`config.mk`:
```
export PLATFORM = sky130hd
export DESIGN_NAME = lapido_exec_ctrl
export DESIGN_NICKNAME = d
export VERILOG_FILES = /design/src/rtl/lapido_exec_ctrl.sv
export SDC_FILE = /design/constraint.sdc
export NUM_CORES = 1
export LEC_CHECK = 0
export ABC_AREA = 1
export BUFFER_PORTS_ARGS = -buffer_cell sky130_fd_sc_hd__buf_2
export CAP_MARGIN = 5
export CORE_MARGIN = 4
export CORE_UTILIZATION = 53
export CTS_BUF_LIST = sky130_fd_sc_hd__clkbuf_4 sky130_fd_sc_hd__clkbuf_8 sky130_fd_sc_hd__clkbuf_16
export CTS_CLUSTER_SIZE = 24
export DETAILED_ROUTE_END_ITERATION = 8
export PLACE_DENSITY = 0.89
export SLEW_MARGIN = 20
export SYNTH_ARGS = -nofsm -noshare
export SYNTH_HDL_FRONTEND = slang
export SYNTH_SLANG_ARGS = --single-unit
```
`constraint.sdc`:
```
create_clock -name clk -period 1.67 [get_ports clk]
set_input_delay 0.167 -clock clk [delete_from_list [all_inputs] [get_ports clk]]
set_output_delay 0.167 -clock clk [all_outputs]
set_load 0.01 [all_outputs]
```
`src/rtl/lapido_exec_ctrl.sv`:
```
// Multicycle execute sequencer: issues ALU ops, commits masked flags, evaluates branches.
// Optional ALU wait timeout is enabled by defining ALU_TIMEOUT_EN.
module lapido_exec_ctrl #(
  parameter int unsigned TIMEOUT = 16,
  parameter int unsigned TO_W    = 5
) (
  input  logic       clk,
  input  logic       r,
  input  logic       instr_valid,
  output logic       instr_ready,
  input  logic [1:0] instr_kind,
  input  logic [4:0] alu_op,
  input  logic [2:0] br_cond,
  output logic       alu_start,
  output logic [4:0] alu_cond,
  input  logic       alu_done,
  input  logic [3:0] alu_flags,
  output logic [3:0] flags,
  output logic       reg_we,
  output logic       br_taken,
  output logic       done,
  output logic       illegal,
  output logic       timeout
);

  localparam int unsigned OP_W = 5;
  localparam int unsigned FL_W = 4;
  localparam int unsigned CC_W = 3;

  localparam logic [1:0] KIND_ALU  = 2'b00;
  localparam logic [1:0] KIND_BR   = 2'b01;
  localparam logic [1:0] KIND_JMP  = 2'b10;

  typedef enum logic [2:0] {
    S_IDLE   = 3'd0,
    S_ISSUE  = 3'd1,
    S_WAIT   = 3'd2,
    S_COMMIT = 3'd3,
    S_EVAL   = 3'd4
  } state_e;

  if (TO_W < 1 || (64'(1) << TO_W) <= 64'(TIMEOUT)) begin : g_bad_cfg
    $error("lapido_exec_ctrl: TO_W too narrow for TIMEOUT");
  end

  // Flag update mask {o,s,c,z}; an all-zero mask marks an unsupported op.
  function automatic logic [FL_W-1:0] op_mask(input logic [OP_W-1:0] op);
    logic [FL_W-1:0] m;
    m = '0;
    case (op)
      5'b00000, 5'b00001, 5'b00011, 5'b00100,
      5'b00101, 5'b00110, 5'b01001:            m = 4'b1111;
      5'b01000:                                m = 4'b0111;
      5'b10000:                                m = 4'b0001;
      5'b10001, 5'b01010, 5'b01011,
      5'b10100, 5'b10101, 5'b10110, 5'b10111,
      5'b11000, 5'b11001, 5'b11010, 5'b11011,
      5'b11100, 5'b11101, 5'b11110:            m = 4'b0101;
      default:                                 m = 4'b0000;
    endcase
    return m;
  endfunction

  // cond[2:1] picks the flag bit, cond[0] inverts it.
  function automatic logic cond_met(input logic [CC_W-1:0] c, input logic [FL_W-1:0] f);
    return f[c[2:1]] ^ c[0];
  endfunction

  state_e          state_q, state_d;
  logic [FL_W-1:0] flags_q, flags_d;
  logic [OP_W-1:0] alu_cond_q, alu_cond_d;
  logic            ready_q, ready_d;
  logic            start_q, start_d;
  logic            reg_we_q, reg_we_d;
  logic            br_q, br_d;
  logic            done_q, done_d;
  logic            illegal_q, illegal_d;
  logic [FL_W-1:0] accept_mask;
  logic [FL_W-1:0] commit_mask;
  logic            accept;

`ifdef ALU_TIMEOUT_EN
  logic [TO_W-1:0] cnt_q, cnt_d;
  logic            timeout_q, timeout_d;
`endif

  assign accept      = instr_valid && ready_q;
  assign accept_mask = op_mask(alu_op);
  assign commit_mask = op_mask(alu_cond_q);

  always_comb begin
    state_d    = state_q;
    flags_d    = flags_q;
    alu_cond_d = alu_cond_q;
    start_d    = 1'b0;
    reg_we_d   = 1'b0;
    br_d       = 1'b0;
    done_d     = 1'b0;
    illegal_d  = illegal_q;
`ifdef ALU_TIMEOUT_EN
    cnt_d      = cnt_q;
    timeout_d  = timeout_q;
`endif

    case (state_q)
      S_IDLE: begin
        if (accept) begin
          case (instr_kind)
            KIND_ALU: begin
              if (accept_mask != '0) begin
                alu_cond_d = alu_op;
                start_d    = 1'b1;
                state_d    = S_ISSUE;
              end else begin
                illegal_d = 1'b1;
                done_d    = 1'b1;
              end
            end
            KIND_BR: begin
              br_d    = cond_met(br_cond, flags_q);
              done_d  = 1'b1;
              state_d = S_EVAL;
            end
            KIND_JMP: begin
              br_d    = 1'b1;
              done_d  = 1'b1;
              state_d = S_EVAL;
            end
            default: done_d = 1'b1;
          endcase
        end
      end
      S_ISSUE: begin
        state_d = S_WAIT;
`ifdef ALU_TIMEOUT_EN
        cnt_d   = '0;
`endif
      end
      S_WAIT: begin
        // alu_done wins over a same-cycle timeout.
        if (alu_done) begin
          flags_d  = (flags_q & ~commit_mask) | (alu_flags & commit_mask);
          reg_we_d = 1'b1;
          done_d   = 1'b1;
          state_d  = S_COMMIT;
        end
`ifdef ALU_TIMEOUT_EN
        else if (cnt_q + TO_W'(1) == TO_W'(TIMEOUT)) begin
          timeout_d = 1'b1;
          done_d    = 1'b1;
          state_d   = S_IDLE;
        end else begin
          cnt_d = cnt_q + TO_W'(1);
        end
`endif
      end
      S_COMMIT: state_d = S_IDLE;
      S_EVAL:   state_d = S_IDLE;
      default:  state_d = S_IDLE;
    endcase

    ready_d = (state_d == S_IDLE);
  end

  always_ff @(posedge clk or posedge r) begin
    if (r) begin
      state_q    <= S_IDLE;
      flags_q    <= '0;
      alu_cond_q <= '0;
      ready_q    <= 1'b1;
      start_q    <= 1'b0;
      reg_we_q   <= 1'b0;
      br_q       <= 1'b0;
      done_q     <= 1'b0;
      illegal_q  <= 1'b0;
    end else begin
      state_q    <= state_d;
      flags_q    <= flags_d;
      alu_cond_q <= alu_cond_d;
      ready_q    <= ready_d;
      start_q    <= start_d;
      reg_we_q   <= reg_we_d;
      br_q       <= br_d;
      done_q     <= done_d;
      illegal_q  <= illegal_d;
    end
  end

`ifdef ALU_TIMEOUT_EN
  always_ff @(posedge clk or posedge r) begin
    if (r) begin
      cnt_q     <= '0;
      timeout_q <= 1'b0;
    end else begin
      cnt_q     <= cnt_d;
      timeout_q <= timeout_d;
    end
  end

  assign timeout = timeout_q;
`else
  assign timeout = 1'b0;
`endif

  assign instr_ready = ready_q;
  assign alu_start   = start_q;
  assign alu_cond    = alu_cond_q;
  assign flags       = flags_q;
  assign reg_we      = reg_we_q;
  assign br_taken    = br_q;
  assign done        = done_q;
  assign illegal     = illegal_q;

endmodule

```
==> impl_results.md, run 1 <==
* Share of cells above drive strength 1 at 0.307
* RSZ-0062 raised after global routing: no
* TritonCTS clock tree: done
* Outcome: finished, final reports clean
* Slowest stage cell on the critical path: dfstp_2
* Tot GR Track Use at 0.164
* Number of inserted diodes at 0
* Netlist cell types at 25
* Final Setup Violations at 0
* Post-CTS Hold Buffers at 1
* Fin cells at 206
* Arr. time, crit path at 1.43 ns
* Top cell type by total area after synthesis: dfrtp_1
* Die height at approximately 53 um
* Dpl hpwl at between 1500 and 2000 um
* DRC viols at 0
* Clock slew at reported path FFs at around 0.1 ns
* Starting Density at 0.555
* Port bufs at 32
* Synth Net Count at ~170
* Fin. Hold Viols at 0
* Post-Synthesis Cell Area at ~1100 um2
* Vias in the first global route at 860
* Yosys reg bits at 18
* DP Cell Count at ~200
* First drt pass iteration count at 4
* Root Buffer: clkbuf_4
* F_max at between 0.8 and 0.9 GHz
* Final net count at 202
* Yosys warning total at 0
* Maxcap violations at 0
* Max_slew headroom at 0.554
* CP cell instances: nand2_1 -> inv_1 -> nand2_4 -> nor2_8 -> nand3_4 -> nand2_1 -> o21ai_1
* H-tree depth at 1
* First-pass GRT wire length at 3380 um
* Area contributors post-synth: dfrtp_1 (39%), nand2_1 (17%), inv_1 (8.7%)
* Core box area at approximately 1900 um2
* Top cell family by delay on the critical path: flip-flops
* Worst-Skew Late Latency at between 0.2 and 0.3 ns
* Post-synthesis sequential area ratio at 0.419
* Crit path largest cell delay at ~0.54 ns
* Aggregate global routing overflow at 0
* Fin crit share at 0.740
* Mapped Avg Cell Area at 7.53 um2
* Initial antenna violation count at 0
* Uppermost layer routed: met4
* # rows at 16
* Hold Path Class: primary input to flop
* Peak supply drop at about 0.76 mV
* Post-Route WL at 2190 um
* Crit path max fanout at 9
* WP buf/inv at 1
* Setup TNS at 0 ns
* Post-synthesis cell count at ~140
* Layout area overhead at 21.6%
* Clk_skew at 0.000602 ns
* Synth top area share at 0.395
* CP Capture Type: flop
* I/O pin cnt at 34
* Wl on met1 at roughly 930 um
* Slew @ Worst Pin at 0.668 ns
* Crit-path most repeated cell: nand2_1
* Setup CP Type: flop to flop
* Met2 wire length at 1080 um
* Setup bufs post-CTS at 0
* CTS resizes at 0
* WHS at between 0.09 and 0.1 ns
* Post-layout min period at around 1.2 ns
* Die ar. at 2820 um2
* TritonCTS Buffers at 3
* Metal3 WL at 160 um
* Maximum buffer depth of the clock tree at 2
* Routed WL per cell at 10.6 um
* Vias at 995
* Die Span X at roughly 53 um
* Startpoint types: flop
* Worst Path Required at between 1.5 and 2 ns
* Initial DRC count at 28
* # clock sinks at 18
* Placer Congestion at roughly 0.81
* Final Max Tran Viols at 0
* Pwr per Cell Area at approximately 1400 nW/um2
* Antenna-violating nets left at 0
* Vias/cell at just under 5
* Pin count of the biggest net entering global routing at 19
* Static Leak at between 0.8 and 0.9 nW
metal layers:
layer	up-vias	track usage
met5	-	0
met4	0	0.0638
met3	2	0.0197
met2	38	0.291
met1	449	0.200
li1	506	-
cell usage after synthesis:
| library cell | count |
|---|---|
| nand2_1 | 48 |
| inv_1 | 25 |
| dfrtp_1 | 17 |
| nand3_1 | 7 |
| o21ai_1 | 6 |
| nor2_1 | 5 |
| a21oi_1 | 4 |
| ha_1 | 4 |
| nand2_2 | 4 |
| o21ai_0 | 4 |
| inv_2 | 3 |
| nand4_1 | 2 |
| nor2_2 | 2 |
| a21o_2 | 1 |
| a21oi_2 | 1 |
| buf_4 | 1 |
| clkinv_4 | 1 |
| conb_1 | 1 |
| dfstp_2 | 1 |
| nand2_4 | 1 |
| nand3_2 | 1 |
| nand3_4 | 1 |
| nor2_4 | 1 |
| nor2_8 | 1 |
| o21ai_2 | 1 |
through the flow:
step / setup WS [ns] / util / total power [mW] / instance area [um2]
final: 0.434 / 0.675 / 1.88 / 1310
after floorplan: 0.470 / - / 1.33 / 1080
after detailed placement: 0.443 / 0.651 / 1.62 / 1260
after global routing: 0.326 / 0.675 / 2.03 / 1310
after global placement: 0.475 / 0.651 / 1.57 / 1260
after CTS: 0.427 / 0.675 / 1.88 / 1310
kinds of logic (layout without fill, tap and decap cells):
kind of cell / after synthesis / count (layout) / share of synthesized area
AND/OR/NAND/NOR: 73 / 73 / 0.329
other: 1 / 1 / 0.00348
flip-flops: 18 / 18 / 0.419
AO/OA/AOI/OAI: 17 / 17 / 0.0894
adder cells (fa/ha/maj): 4 / 4 / 0.0465
buffers and inverters: 30 / 66 / 0.113
cell type report:
type,instances,area (um2)
fillers,180,632
repair buffers,33,170
flip-flops and latches,18,452
clock buffers,4,36.3
well taps,27,33.8
inverters,29,114
multi-input cells,95,504
power by group:
part	internal (mW)	total [mW]	switching (mW)
Sequential	0.611	0.763	0.152
Clock	0.133	0.268	0.135
Combinational	0.329	0.845	0.516
path summary, 6_finish.rpt:
check,from,endpoint,slack (ns),cells past startpoint
setup / recovery,instr_ready,alu_cond[3],0.43,7
hold / removal,alu_flags[3],flop,0.1,3
setup reg to reg,instr_ready,alu_cond[3],0.43,7
hold reg to reg,illegal,illegal,0.49,1
max in group asynchronous,r,alu_start,0.75,3
min in group asynchronous,r,state_q[2],0.50,3
cells in the final DEF (no fill, tap or decap), types with 2 or more instances in the layout:
cell and n:
o21ai_0 4, nand2_2 4, inv_2 3, nand3_1 7
dfrtp_1 17, clkbuf_4 3, nand2_1 48, nor2_1 5
buf_2 32, inv_1 25, ha_1 4, o21ai_1 6
nor2_2 2, a21oi_1 4, nand4_1 2
tightest hold or removal path, stage by stage:
cell     delay (ns)
buf_2          0.10
inv_1          0.04
o21ai_1        0.06
No activity file was read; power rests on OpenSTA's default activity.
==> inputs of run 2 (changes only) <==
--- a/config.mk
+++ b/config.mk
@@ -9,11 +9,11 @@
 export BUFFER_PORTS_ARGS = -buffer_cell sky130_fd_sc_hd__buf_2
 export CAP_MARGIN = 5
 export CORE_MARGIN = 4
-export CORE_UTILIZATION = 53
+export CORE_UTILIZATION = 50
 export CTS_BUF_LIST = sky130_fd_sc_hd__clkbuf_4 sky130_fd_sc_hd__clkbuf_8 sky130_fd_sc_hd__clkbuf_16
 export CTS_CLUSTER_SIZE = 24
 export DETAILED_ROUTE_END_ITERATION = 8
-export PLACE_DENSITY = 0.89
+export PLACE_DENSITY = 0.85
 export SLEW_MARGIN = 20
 export SYNTH_ARGS = -nofsm -noshare
 export SYNTH_HDL_FRONTEND = slang
==> constraint.sdc (replaced) <==
create_clock -name clk -period 1.3 [get_ports clk]
set_input_delay 0.13 -clock clk [delete_from_list [all_inputs] [get_ports clk]]
set_output_delay 0.13 -clock clk [all_outputs]
set_load 0.01 [all_outputs]
==> impl_results.md, run 2 (same netlist as run 1, synthesis figures left out) <==
* Outcome: finished, final reports clean
* Vias in the first global route at 930 (+8.1%)
* H-tree depth at 1 (unchanged)
* I/O pin cnt at 34 (unchanged)
* # clock sinks at 18 (unchanged)
* Die Span X at 54.4 um (+2.5%)
* # rows at 16 (unchanged)
* Dpl hpwl at 1830 um (+3.6%)
* Routed WL per cell at 11.7 um (+9.9%)
* Die ar. at 2960 um2 (+5.1%)
* Reg2Reg Setup Slack at 0.01 ns (-0.42 ns)
* CP cell instances: nor2_2 -> nand2_2 -> inv_2 -> nand2_4 -> nor2_8 -> nand3_4 -> nand2_1 -> o21ai_1
* Aggregate global routing overflow at 0 (unchanged)
* Hold Path Cell Cnt at 3 (unchanged)
* Antenna-violating nets left at 0 (unchanged)
* Worst Slack Setup Final at 0.0150 ns (-0.419 ns)
* First drt pass iteration count at 4 (unchanged)
* Pin count of the biggest net entering global routing at 19 (unchanged)
* Reg2reg start: state_q[2]
* Slowest stage cell on the critical path: dfrtp_1
* TritonCTS clock tree: done
* Core box area at 2000 um2 (+3.1%)
* Final Max Tran Viols at 0 (unchanged)
* Crit path max fanout at 5 (-4)
* Clk_skew at 0.0127 ns (+0.0121 ns)
* Peak supply drop at 0.979 mV (+28%)
* Worst-Skew Late Latency at 0.30 ns (about the same)
* DP Area at 1270 um2 (+0.59%)
* Most frequent cells in the layout: nand2_1 (45), buf_2 (32), inv_1 (25), dfrtp_1 (15), nand3_1 (7)
* Static Leak at 0.855 nW (+5.3%)
* Worst Path Required at 1.50 ns (-0.36 ns)
* Share of cells above drive strength 1 at 0.374 (+0.0671)
* Die height at 54.4 um (+2.5%)
* Place WS at 0.0480 ns (-0.395 ns)
* Fin crit share at 0.988 (+0.248)
* TritonCTS Buffers at 3 (unchanged)
* Setup CP Type: flop to flop
* Layout area overhead at 29.3%
* Root Buffer: clkbuf_4
* Final Cell Area at 1390 um2 (+6.3%)
* F_max at 0.778 GHz (-3.8%)
* Startpoint types: flop
* Commonest non-fill, non-tap cell in the layout: nand2_1
* Reg2Reg Depth at 8 (+1)
* First-pass GRT wire length at 3680 um (+8.8%)
* Hold Path Class: primary input to flop
* Vias at 1045 (+5.0%)
* DRC viols at 0 (unchanged)
* Pwr per Cell Area at 1840 nW/um2 (+28%)
* Vias/cell at 4.88 (+1.1%)
* RSZ-0062 raised after global routing: yes
* Placer Congestion at 0.785 (-3.3%)
* CP Capture Type: flop
* Final net count at 210 (+4.0%)
* Initial antenna violation count at 0 (unchanged)
* Number of inserted diodes at 0 (unchanged)
* Initial DRC count at 20 (-29%)
* Final Setup Violations at 0 (unchanged)
* Fin. Hold Viols at 0 (unchanged)
* FF-to-FF End: alu_cond[4]
* Maxcap violations at 0 (unchanged)
* Crit path largest cell delay at 0.41 ns (-0.13 ns)
* Arr. time, crit path at 1.49 ns (+0.06 ns)
* Tot GR Track Use at 0.173 (+0.00901)
* Post-Route WL at 2500 um (+14%)
* Port bufs at 32 (unchanged)
* Maximum buffer depth of the clock tree at 2 (unchanged)
* Hold path startpoint: alu_flags[3]
* Starting Density at 0.538 (-0.0166)
* Post-layout min period at 1.29 ns (+0.0490 ns)
* Clock slew at reported path FFs at 0.11 ns (about the same)
==> run 2: what timing repair did <==
item	CTS	global route
resized for setup	0	9
endpoints found under the setup margin	0	9
endpoints found under the hold margin	17	0
buffers inserted	0	6
hold buffers	1	0
==> run 2: routing by layer <==
layer  routed length, um  part of all wire  track usage  vias to the layer above
met4                  54             0.022       0.0705                        0
li1                    -                 -            -                      522
met1                1020              0.41        0.210                      473
met2                1240              0.50        0.297                       45
met5                   0                 0            0                        -
met3                 188             0.075       0.0354                        5
==> run 2: worst max path at each step <==
stage,start,to,slack (ns),depth (start not counted)
2_1_floorplan,instr_ready,alu_cond[3],0.1,7
3_3_place_gp,state_q[2],flop,0.11,6
3_5_place_dp,state_q[2],alu_cond[2],0.05,8
4_1_cts,state_q[2],alu_cond[2],0.04,8
5_1_grt,state_q[2],alu_cond[4],-0.06,8
6_report,state_q[2],alu_cond[4],0.01,8
==> run 2: layout make-up <==
cell class / count / area (um2)
tap: 27 / 33.8
fill: 160 / 609
sequential: 18 / 454
multi-input combinational: 96 / 534
clock buffer: 4 / 30.0
timing repair buffer: 40 / 226
inverter: 29 / 114
==> run 2: metrics by stage <==
stage	TNS (ns)	total power [mW]	util	std cells	hold slack, ns
after CTS	0	2.40	0.655	207	0.0632
after detailed placement	0	2.09	0.635	202	0.153
after global placement	0	2.02	0.635	202	0.150
after global routing	-0.266	2.76	0.696	214	0.0497
final	0	2.56	0.696	214	0.0522
after floorplan	0	1.71	-	143	0.0678
==> run 2: worst max-delay path: cells and delay by family (launching register included) <==
| kind | cells | cell delay, ns |
|---|---|---|
| simple gates | 6 | 0.63 |
| buf+inv | 1 | 0.09 |
| flops | 1 | 0.41 |
| compound gates | 1 | 0.07 |
==> run 2: where the power goes <==
part | internal [mW] | switching, mW
Sequential | 0.791 | 0.198
Clock | 0.141 | 0.179
Combinational | 0.514 | 0.737
